--- src/rtl/usart_pkg.sv ---
// Shared USART definitions: baud-engine FSM states and default divisors
// for the 50 MHz system clock.
package usart_pkg;

    typedef enum logic [1:0] {
        ST_IDLE = 2'd0,
        ST_RUN  = 2'd1,
        ST_DONE = 2'd2
    } usart_state_e;

    // 50 MHz / baud, fractional part in 1/16 clock (FRAC_W = 4)
    localparam logic [15:0] DIV_INT_57600   = 16'd868;
    localparam logic [3:0]  DIV_FRAC_57600  = 4'd1;
    localparam logic [15:0] DIV_INT_115200  = 16'd434;
    localparam logic [3:0]  DIV_FRAC_115200 = 4'd0;

endpackage

--- src/rtl/usart_frac_phase.sv ---
// Fractional bit-length generator: accumulates the fractional divisor and
// turns the carry into a one-clock stretch of the current bit.
module usart_frac_phase #(
    parameter int DIV_W  = 16,
    parameter int FRAC_W = 4
) (
    input  logic              clk,
    input  logic              rst_n,
    input  logic              load_i,
    input  logic              restart_i,
    input  logic [DIV_W-1:0]  div_int_i,
    input  logic [FRAC_W-1:0] div_frac_i,
    output logic [DIV_W:0]    len_o,
    output logic [DIV_W:0]    half_o
);

    logic [FRAC_W-1:0] acc_q, acc_d, acc_base;
    logic [FRAC_W:0]   sum;
    logic [DIV_W:0]    len_q, len_d;

    // restart computes the first bit of a frame from a zero accumulator
    always_comb begin
        acc_base = restart_i ? '0 : acc_q;
        sum      = {1'b0, acc_base} + {1'b0, div_frac_i};
        acc_d    = sum[FRAC_W-1:0];
        len_d    = {1'b0, div_int_i} + {{DIV_W{1'b0}}, sum[FRAC_W]};
    end

    always_ff @(posedge clk or negedge rst_n) begin
        if (!rst_n) begin
            acc_q <= '0;
            len_q <= '0;
        end else if (load_i) begin
            acc_q <= acc_d;
            len_q <= len_d;
        end
    end

    assign len_o  = len_q;
    assign half_o = len_q >> 1;

endmodule

--- src/rtl/usart_baud_engine.sv ---
// Programmable fractional baud engine: mid-bit sample and end-of-bit strobes,
// bit counting and frame completion for the USART TX/RX controllers.
module usart_baud_engine
    import usart_pkg::*;
#(
    parameter int DIV_W  = 16,
    parameter int FRAC_W = 4,
    parameter int BITS_W = 4
) (
    input  logic              clk,
    input  logic              rst_n,
    input  logic              en,
    input  logic              resync,
    input  logic [DIV_W-1:0]  cfg_div_int,
    input  logic [FRAC_W-1:0] cfg_div_frac,
    input  logic [BITS_W-1:0] cfg_bits,
    output logic              busy,
    output logic              sample,
    output logic              bit_end,
    output logic [BITS_W-1:0] bit_idx,
    output logic              frame_done,
    output usart_state_e      dbg_state
);

    localparam logic [DIV_W-1:0]  MIN_DIV  = DIV_W'(2);
    localparam logic [DIV_W:0]    LEN_ONE  = (DIV_W+1)'(1);
    localparam logic [BITS_W-1:0] BITS_ONE = BITS_W'(1);

    usart_state_e      state_q;
    logic [DIV_W:0]    cnt_q;
    logic [BITS_W-1:0] bit_idx_q;
    logic [DIV_W-1:0]  div_int_q;
    logic [FRAC_W-1:0] div_frac_q;
    logic [BITS_W-1:0] bits_q;
    logic              busy_q, sample_q, bit_end_q, frame_done_q;

    logic [DIV_W-1:0]  cfg_div_eff, ph_div_int;
    logic [FRAC_W-1:0] ph_div_frac;
    logic [BITS_W-1:0] cfg_bits_eff;
    logic [DIV_W:0]    len, half;
    logic              start, resync_hit, last_cnt, last_bit, bit_adv;
    logic              ph_load, ph_restart;

    // The phase unit sees live config on the start edge, shadow copies after
    always_comb begin
        cfg_div_eff  = (cfg_div_int < MIN_DIV) ? MIN_DIV : cfg_div_int;
        cfg_bits_eff = (cfg_bits == '0) ? BITS_ONE : cfg_bits;
        start        = (state_q == ST_IDLE) && en;
        resync_hit   = (state_q == ST_RUN) && en && resync;
        last_cnt     = (cnt_q == len - LEN_ONE);
        last_bit     = (bit_idx_q == bits_q - BITS_ONE);
        bit_adv      = (state_q == ST_RUN) && en && !resync && last_cnt && !last_bit;
        ph_load      = start || resync_hit || bit_adv;
        ph_restart   = start || resync_hit;
        ph_div_int   = start ? cfg_div_eff : div_int_q;
        ph_div_frac  = start ? cfg_div_frac : div_frac_q;
    end

    usart_frac_phase #(
        .DIV_W  (DIV_W),
        .FRAC_W (FRAC_W)
    ) u_phase (
        .clk        (clk),
        .rst_n      (rst_n),
        .load_i     (ph_load),
        .restart_i  (ph_restart),
        .div_int_i  (ph_div_int),
        .div_frac_i (ph_div_frac),
        .len_o      (len),
        .half_o     (half)
    );

    always_ff @(posedge clk or negedge rst_n) begin
        if (!rst_n) begin
            state_q      <= ST_IDLE;
            cnt_q        <= '0;
            bit_idx_q    <= '0;
            div_int_q    <= MIN_DIV;
            div_frac_q   <= '0;
            bits_q       <= BITS_ONE;
            busy_q       <= 1'b0;
            sample_q     <= 1'b0;
            bit_end_q    <= 1'b0;
            frame_done_q <= 1'b0;
        end else begin
            sample_q     <= 1'b0;
            bit_end_q    <= 1'b0;
            frame_done_q <= 1'b0;
            case (state_q)
                ST_IDLE: begin
                    if (en) begin
                        state_q    <= ST_RUN;
                        busy_q     <= 1'b1;
                        cnt_q      <= '0;
                        bit_idx_q  <= '0;
                        div_int_q  <= cfg_div_eff;
                        div_frac_q <= cfg_div_frac;
                        bits_q     <= cfg_bits_eff;
                    end
                end
                ST_RUN: begin
                    if (!en) begin
                        state_q   <= ST_IDLE;
                        busy_q    <= 1'b0;
                        cnt_q     <= '0;
                        bit_idx_q <= '0;
                    end else if (resync) begin
                        cnt_q     <= '0;
                        bit_idx_q <= '0;
                    end else begin
                        sample_q <= (cnt_q == half);
                        if (last_cnt) begin
                            bit_end_q <= 1'b1;
                            cnt_q     <= '0;
                            if (last_bit) begin
                                frame_done_q <= 1'b1;
                                state_q      <= ST_DONE;
                                busy_q       <= 1'b0;
                            end else begin
                                bit_idx_q <= bit_idx_q + BITS_ONE;
                            end
                        end else begin
                            cnt_q <= cnt_q + LEN_ONE;
                        end
                    end
                end
                ST_DONE: begin
                    if (!en) begin
                        state_q   <= ST_IDLE;
                        bit_idx_q <= '0;
                    end
                end
                default: begin
                    state_q <= ST_IDLE;
                    busy_q  <= 1'b0;
                end
            endcase
        end
    end

    assign busy       = busy_q;
    assign sample     = sample_q;
    assign bit_end    = bit_end_q;
    assign bit_idx    = bit_idx_q;
    assign frame_done = frame_done_q;
    assign dbg_state  = state_q;

endmodule

--- config.mk ---
export PLATFORM = sky130hd
export DESIGN_NAME = usart_baud_engine
export DESIGN_NICKNAME = d
export VERILOG_FILES = /design/src/rtl/usart_pkg.sv /design/src/rtl/usart_frac_phase.sv /design/src/rtl/usart_baud_engine.sv
export SDC_FILE = /design/constraint.sdc
export NUM_CORES = 1
export LEC_CHECK = 0
export ABC_AREA = 1
export CORE_UTILIZATION = 45
export DETAILED_ROUTE_END_ITERATION = 12
export SYNTH_ARGS = -nofsm -noshare
export SYNTH_HDL_FRONTEND = slang
export SYNTH_SLANG_ARGS = --single-unit
export TNS_END_PERCENT = 1
--- constraint.sdc ---
create_clock -name clk -period 4.7 [get_ports clk]
set_input_delay 1.41 -clock clk [delete_from_list [all_inputs] [get_ports clk]]
set_output_delay 1.41 -clock clk [all_outputs]
set_load 0.03 [all_outputs]
== After elaboration in Yosys (flattened, before gate mapping) ==
Index checks and enable logic that the tools add are counted.

* Register bits after elaboration: 72
* Input port bits: 28
* Word-level logic and storage cells: 93

* Add/sub/neg operators: 6
* Magnitude comparators: 1
* Equality and inequality tests: 12
* Mux-type cells: 42
* Bitwise operators: 1
* Reductions and logical operators: 19

{| class="wikitable"
|+ Operators with widths
! kind !! number
|-
| 17-bit two-way mux || 4
|-
| 4-bit two-way mux || 9
|-
| 17-bit one-hot mux with 2 select lines || 1
|-
| 16-bit two-way mux || 2
|-
| 16-bit by 1-bit adder with 17-bit output || 1
|-
| 17-bit by 1-bit adder with 17-bit output, second input constant || 1
|-
| 17-bit by 16-bit == test with 1-bit output || 1
|-
| 17-bit == test || 1
|-
| 1-bit two-way mux || 17
|-
| 17-bit by 1-bit subtractor with 17-bit output, second input constant || 1
|-
| 16-bit by 2-bit less-than comparator with 1-bit output, second input constant || 1
|-
| 5-bit AND reduction || 3
|-
| 2-bit two-way mux || 6
|-
| 4-bit one-hot mux with 3 select lines || 1
|-
| 3-bit != test, second input constant || 3
|-
| 4-bit != test, second input constant || 2
|-
| 1-bit logical AND || 6
|-
| 2-bit one-hot mux with 3 select lines || 1
|-
| 4-bit by 4-bit adder with 5-bit output || 1
|-
| 4-bit by 1-bit adder with 4-bit output, second input constant || 1
|-
| 4-bit == test || 1
|-
| 4-bit logical NOT || 1
|-
| 2-bit != test, second input constant || 2
|-
| 2-bit AND reduction || 2
|-
| 10 further kinds || 12
|}

== Longest topological paths before layout ==
Gate-level depths: netlist of the first run.

* Word-level depth: 7
* Gate-level depth with buffers: 22
* Depth with buffers taken out: 22

== Cells and area by module ==
Synthesis of the first run repeated with hierarchy kept, for this count alone.

* Cell total of the unflattened synthesis: 665
* Area total of the unflattened synthesis: 4827.1 µm²

{| class="wikitable"
|+ By module, submodules not included
! module !! times used !! cells each !! area each (µm²) !! sequential area each (µm²)
|-
| usart_baud_engine || 1 || 468 || 3405.8 || 1278.7
|-
| usart_frac_phase || 1 || 197 || 1421.4 || 525.5
|}

== Worst setup path before layout of the first run ==
No wires, ideal clock.

* Path type: input to register
* Start: input port en
* End: register u_phase.len_q[14], in the netlist u_phase.len_o[14]
* Setup time: 0.118 ns
* Arrival time: 3.961 ns
* Setup slack: 0.622 ns
* Stages on the path: 19
* Path buffers: 3
* Cell sequence: nand2_2 > buf_2 > buf_2 > clkbuf_1 > nand2_1 > nand2_1 > ha_1 > fa_1 > nand3_1 > nand2_1 > ha_1 > ha_1 > nand2_1 > nor2_2 > nand4_1 > nor3_2 > or2_2 > nand3_2 > nand2_1

* Cells in the longest elaborated chain, start to end: 6

{| class="wikitable"
|+ Ends and longest elaborated chain
! element !! RTL line !! source
|-
| from (decl) || usart_baud_engine.sv:12 || <nowiki>input logic en,</nowiki>
|-
| 1-bit logical AND || usart_baud_engine.sv:49, usart_baud_engine.sv:52 ||
|-
| 1-bit logical AND || usart_baud_engine.sv:49 || <nowiki>resync_hit = (state_q == ST_RUN) && en && resync;</nowiki>
|-
| 1-bit logical OR || usart_baud_engine.sv:53, usart_baud_engine.sv:54 ||
|-
| 4-bit two-way mux || usart_frac_phase.sv:23 || <nowiki>acc_base = restart_i ? '0 : acc_q;</nowiki>
|-
| 4-bit by 4-bit adder with 5-bit output || usart_frac_phase.sv:24 || <nowiki>sum = {1'b0, acc_base} + {1'b0, div_frac_i};</nowiki>
|-
| 16-bit by 1-bit adder with 17-bit output || usart_frac_phase.sv:26 || <nowiki>len_d = {1'b0, div_int_i} + {{DIV_W{1'b0}}, sum[FRAC_W]};</nowiki>
|-
| to (signal assigned) || usart_frac_phase.sv:35 || <nowiki>len_q <= len_d;</nowiki>
|-
| to (decl) || usart_frac_phase.sv:19 || <nowiki>logic [DIV_W:0] len_q, len_d;</nowiki>
|}

Several ways; a longest one is shown, not always the timed one.
A chain may end at the register's enable or synchronous reset.

== Final worst setup path of the first run ==
Same ends and word-level chain as after synthesis.

==> results of run 1 <==
-- synth_stat cells (5+ instances only) --
library cell	count	area [um2]
nand2_1	193	724
inv_1	77	289
dfrtp_1	70	1750
nor2_1	59	221
nand3_1	48	240
xor2_1	27	236
xnor2_1	19	166
o21ai_0	18	90.1
nand4_1	17	106
o21ai_1	14	70.1
o22ai_1	13	81.3
ha_1	10	125
o21ai_2	10	87.6
a21oi_1	8	40.0
nor2_2	8	50.1
nand3_2	6	60.1
nor3_1	6	30.0
or2_2	6	37.5
nand2_2	5	31.3
-- power groups by stage --
stage	logic (mW)	clock network, mW	registers (mW)
after detailed placement	1.69	0	0.995
final	1.70	0.497	0.985
after global placement	1.67	0	0.993
after CTS	1.70	0.512	0.982
after floorplan	1.28	0	0.974
after global routing	1.93	0.538	1.01
-- worst reg2reg max path, cell delays in order, from the launching register on --
cell     delay, ns
dfrtp_1       0.44
inv_1         0.11
nand2_1       0.05
nor2_1        0.14
inv_1         0.07
nor2_1        0.11
inv_1         0.07
nand2_1       0.12
nor2_1        0.06
ha_1          0.21
fa_1          0.41
nand3_1       0.10
nand2_1       0.06
ha_1          0.21
ha_1          0.19
nand2_1       0.11
nor2_2        0.07
nand4_1       0.16
nor3_2        0.06
or2_2         0.28
nand3_2       0.07
nand2_1       0.05
-- routing by layer --
metal	share of wire, %	up-vias	GRT usage, %
met5	0	-	0
met4	2.6	0	8.63
met3	3.6	19	4.33
met2	45	84	37.0
met1	49	1934	31.9
li1	-	2202	-
-- through the flow --
stage	power (mW)	std cells
floorplan	2.25	655
global placement	2.67	826
detailed placement	2.69	826
CTS	3.19	842
global route	3.48	842
finish	3.18	842
-- cells in the final DEF (no fill, tap or decap), types with 2 or more instances in the layout --
cell type        synthesis  final
a21oi_1                  8      8
a221oi_1                 3      3
buf_4                    2     12
clkbuf_8                 0     10
clkdlybuf4s50_1          0     36
clkinv_2                 0      2
dfrtp_1                 70     70
dfstp_2                  2      2
ha_1                    10     10
inv_1                   77     77
nand2_1                193    193
nand2_2                  5      5
nand3_1                 48     48
nand3_2                  6      6
nand3b_1                 4      4
nand4_1                 17     17
nor2_1                  59     59
nor2_2                   8      8
nor2_4                   4      4
nor3_1                   6      6
nor4_1                   2      2
o21ai_0                 18     18
o21ai_1                 14     14
o21ai_2                 10     10
o22ai_1                 13     13
or2_2                    6      6
xnor2_1                 19     19
xor2_1                  27     27
-- area by class of cell --
type,instances,area share [%]
clock buffers,11,2.54
clock inverters,5,1.01
inverters,79,5.34
multi-input cells,491,47.5
flip-flops and latches,72,32.5
well taps,136,3.06
repair buffers,48,8.10
-- state kept, by name, indices dropped and copies added, names as in the netlist --
register	count
u_phase.acc_q	4
div_int_q	16
u_phase.len_o	17
bit_idx	4
dbg_state	2
sample	1
frame_done	1
bit_end	1
div_frac_q	4
bits_q	4
cnt_q	17
busy	1
-- cells by family after synthesis --
group / Yosys count / share of synthesized area, %
buffers and inverters: 92 / 8.10
AND/OR/NAND/NOR: 364 / 34.4
flip-flops: 72 / 37.3
XOR/XNOR: 46 / 8.33
adder cells (fa/ha/maj): 11 / 3.00
AO/OA/AOI/OAI: 70 / 8.83
-- final timing paths --
path,from,end,slack (ns)
min,div_int_q[0],div_int_q[0],0.49
max reg2reg,dbg_state[1],u_phase.len_o[14],1.44
max,en,u_phase.len_o[14],0.40
max in group asynchronous,rst_n,u_phase.len_o[7],2.91
min reg2reg,div_int_q[0],div_int_q[0],0.49
min in group asynchronous,rst_n,cnt_q[7],1.19
==> impl_metrics.ini, run 1 <==
[setup_path]
cp.depth = 21
cp-start-kind = input pin
crit_family = simple AND/OR/NAND/NOR gates
path_max_fanout = 4
crit_type = input pin to flop
path_cells = clkdlybuf4s50_1 -> nand2_1 -> nor2_1 -> inv_1 -> nor2_1 -> inv_1 -> nand2_1 -> nor2_1 -> ha_1 -> fa_1 -> nand3_1 -> nand2_1 -> ha_1 -> ha_1 -> nand2_1 -> nor2_2 -> nand4_1 -> nor3_2 -> or2_2 -> nand3_2 -> nand2_1
slowest_delay_ns = 0.52
crit_slowest_cell = clkdlybuf4s50_1
setup.worst_path.end_class = flop
cp_data_arrival_time_ns = 4.55
cp.required_ns = 4.95
reg2regPathDepth = 21
path_common_cell = nand2_1
critPathBufInv = 3

[logic_synthesis]
syn_area_per_cell_um2 = 7.38
synth_enable_flop_cells = 0
yosysUniqueCellTypes = 43
async_flop_share_pct = 100
postSynthCellCount = 655
synth-main-ff-cell = dfrtp_1
ys_ff_latch = 72
synth_seq_area_share_pct = 37.3
synthesis.nets = 694
synth.cell_area_mm2 = 0.00483
yosysWarnings = 0

[sta]
fin_ws_ns = 0.400
setup_tns_ns = 0
fmax_ghz = 0.233
grt_setup_unrepaired = no
setup_viol = 0
tightestPinTransition_ns = 0.920
post-route-min-period_ns = 4.30
timing.final.crit_share_pct = 91.5
slew_headroom_pct = 38.7
finClkSkew_ns = 0.0136
finalHoldViolations = 0
hold_ws_ns = 0.490
finalMaxSlewViolations = 0

[clock_network]
cts_tree = yes
path_clk_slew_ns = 0.07
numCtsBuffers = 9
ctsLongestPathBuffers = 2
cts_root_buffer = clkbuf_8
cts_hold_buf = 0
cts_sinks = 72
htreeDepth = 3
cts_setup_buffers = 0
clkLatencyLatePin_ns = 0.36
cts_resized = 0

[floorplan]
die_width_um = 106
initial_utilization_pct = 46.6
ios = 38
die_area_mm2 = 0.0112
core_region_area_mm2 = 0.0104
die_height_um = 106
fp-row-count = 37

[routing]
postRouteAntennaNets = 0
drc = 0
first_pass_iters = 5
drtIter0Drc = 205
wl_per_cell_um = 14.3
avgViaCountPerCell = 5.03
via_count = 4239
routed_wl_um = 12000

[layout]
nets = 740
area_delta_synth_final_pct = 15.0
final_util_pct = 53.6
finalInstanceArea_mm2 = 0.00556
diodes = 0
fillCellCount = 1049
drive_gt1_share_pct = 10.3
multi_input_area_mm2 = 0.00264
layout.area.seq_mm2 = 0.00180

[run]
cap_violations = 0

[min_path]
hold_path_class = flop to flop
hold_depth = 2

[power_and_ir_drop]
clkPwrFrac_pct = 15.6
p_leak_nw = 2.66
switching_share_pct = 46.9
comb_power_share_pct = 53.4
p_int_mw = 1.69
p_switching_mw = 1.49
max-vdd-ir-drop_mv = 0.297
cellPowerDensity_mw_per_mm2 = 572
seq_power_share_pct = 31.0

[global_route]
grt_max_degree = 73
antenna_found_initial = 0
grt_util_all_layers_pct = 23.4
grt_pass1_vias = 4084
grt_first_pass_wirelength_um = 20200
gr-total-overflow = 0

[status]
status = completed

[placement]
io_buffer_count = 37
gp_congestion = 0.880
dp_hpwl_um = 9360
place_area_mm2 = 0.00536
pre_cts_slack_ns = 0.0397
No activity file was read; power rests on OpenSTA's default activity.
==> run 2, diff against run 1 <==
Settings changed: CORE_MARGIN set to 2, HOLD_SLACK_MARGIN set to 0.15.
==> impl_metrics.ini, run 2 (synthesis results as in run 1) <==
[status]
status = completed

[routing]
routed_wl_um = 12000
postRouteAntennaNets = 0
wl_per_cell_um = 14.2
drtIter0Drc = 205
drc = 0
via_count = 4248
avgViaCountPerCell = 5.06
first_pass_iters = 4

[layout]
fin_cells = 840
layout_commonest_cell = nand2_1
drive_gt1_share_pct = 10.1
final_cell_mix = 193 x nand2_1, 77 x inv_1, 70 x dfrtp_1, 59 x nor2_1, 48 x nand3_1
multi_input_area_mm2 = 0.00264
area_delta_synth_final_pct = 14.3
layout.area.seq_mm2 = 0.00180
diodes = 0
nets = 739
fillCellCount = 1027

[placement]
io_buffer_count = 37
dp_hpwl_um = 9320
dp_cells = 825
gp_congestion = 0.951

[run]
cap_violations = 0

[setup_path]
cp-start-kind = input pin
crit_type = input pin to flop
path_max_fanout = 4
crit_slowest_cell = clkdlybuf4s50_1
path_cells = clkdlybuf4s50_1 -> nand2_1 -> nor2_1 -> inv_1 -> nor2_1 -> inv_1 -> nand2_1 -> nor2_1 -> ha_1 -> fa_1 -> nand3_1 -> nand2_1 -> ha_1 -> ha_1 -> nand2_1 -> nor2_2 -> nand4_1 -> nor3_2 -> or2_2 -> nand3_2 -> nand2_1
setup.worst_path.end_class = flop
cp.required_ns = 4.94
worstSetupStartpoint = en
slowest_delay_ns = 0.48
r2r_start = dbg_state[1]
path_common_cell = nand2_1
cp_data_arrival_time_ns = 4.47

[sta]
setup_viol = 0
finClkSkew_ns = 0.0144
timing.final.crit_share_pct = 90.1
setup_tns_ns = 0
finalHoldViolations = 0
grt_setup_unrepaired = no
tightestPinTransition_ns = 0.916
finalMaxSlewViolations = 0
fmax_ghz = 0.236
slew_headroom_pct = 38.9
post-route-min-period_ns = 4.23

[floorplan]
die_height_um = 108
core_region_area_mm2 = 0.0104
initial_utilization_pct = 46.6
die_area_mm2 = 0.0116
die_width_um = 108
fp-row-count = 37
ios = 38

[clock_network]
cts_root_buffer = clkbuf_8
cts_setup_buffers = 0
clkLatencyLatePin_ns = 0.36
path_clk_slew_ns = 0.07
cts_hold_buf = 0
htreeDepth = 3
numCtsBuffers = 9
cts_resized = 0
ctsLongestPathBuffers = 2
cts_tree = yes
cts_sinks = 72

[power_and_ir_drop]
cellPowerDensity_mw_per_mm2 = 567
max-vdd-ir-drop_mv = 0.305
p_leak_nw = 2.65

[min_path]
hold_path_class = flop to flop
hp-start = div_int_q[0]

[global_route]
grt_max_degree = 73
antenna_found_initial = 0
grt_first_pass_wirelength_um = 20100
grt_pass1_vias = 4008
grt_util_all_layers_pct = 22.3
gr-total-overflow = 0
run 2: cell count changes in the layout (fill, tap and decap cells not counted), sizes merged:
cell and delta:
clkbuf +1, bufinv -1, clkinv -1, buf -1
run 2: report_power, final:
| group | total (mW) | internal (mW) | switching, mW |
|---|---|---|---|
| Sequential | 0.988 | 0.821 | 0.167 |
| Clock | 0.458 | 0.216 | 0.242 |
| Combinational | 1.69 | 0.608 | 1.08 |
| Total | 3.13 | 1.65 | 1.49 |
run 2: final timing paths:
| path | depth (start not counted) | end | slack (ns) |
|---|---|---|---|
| max in group asynchronous | 1 | u_phase.len_o[9] | 2.92 |
| worst max register to register | 21 | u_phase.len_o[14] | 1.44 |
| worst min register to register | 2 | div_int_q[0] | 0.49 |
| min in group asynchronous | 1 | bit_idx[0] | 1.19 |
| worst min-delay path | 2 | div_int_q[0] | 0.49 |
| worst max-delay path | 21 | u_phase.len_o[14] | 0.47 |
run 2: layer usage:
| metal | vias to the layer above | GRT usage, % | part of all wire (%) |
|---|---|---|---|
| met5 | - | 0 | 0 |
| met4 | 0 | 5.59 | 1.0 |
| met3 | 10 | 3.93 | 3.0 |
| met2 | 69 | 35.9 | 47 |
| met1 | 1963 | 31.2 | 49 |
| li1 | 2206 | - | - |
run 2: critical path, delay by kind of cell:
| kind | cells | cell delay (ns) |
|---|---|---|
| adder cells (fa/ha/maj) | 4 | 1.02 |
| buffers and inverters | 3 | 0.66 |
| AND/OR/NAND/NOR | 14 | 1.38 |
run 2: through the flow:
step	utilization (%)	worst slack (ns)	total power [mW]	instance area [um2]	hold slack (ns)
5_1_grt	53.3	0.201	3.41	5530	0.515
6_report	53.3	0.467	3.13	5530	0.488
2_1_floorplan	-	0.622	2.25	4830	0.444
4_1_cts	53.3	0.471	3.15	5530	0.488
3_3_place_gp	51.6	0.153	2.65	5350	0.462
3_5_place_dp	51.6	0.107	2.68	5350	0.470
run 2: area by class of cell:
| type | count | share of cell area (%) |
|---|---|---|
| clock inverters | 3 | 0.317 |
| inverters | 79 | 5.37 |
| flip-flops and latches | 72 | 32.7 |
| well taps | 136 | 3.08 |
| repair buffers | 47 | 8.02 |
| clock buffers | 12 | 2.81 |
| multi-input cells | 491 | 47.8 |
==> run 3, diff against run 2 <==
Settings changed: CAP_MARGIN set to 0, CTS_CLUSTER_SIZE set to 14.
==> results of run 3 <==
No change in the layout: final DEF, timing and power equal those of run 2.
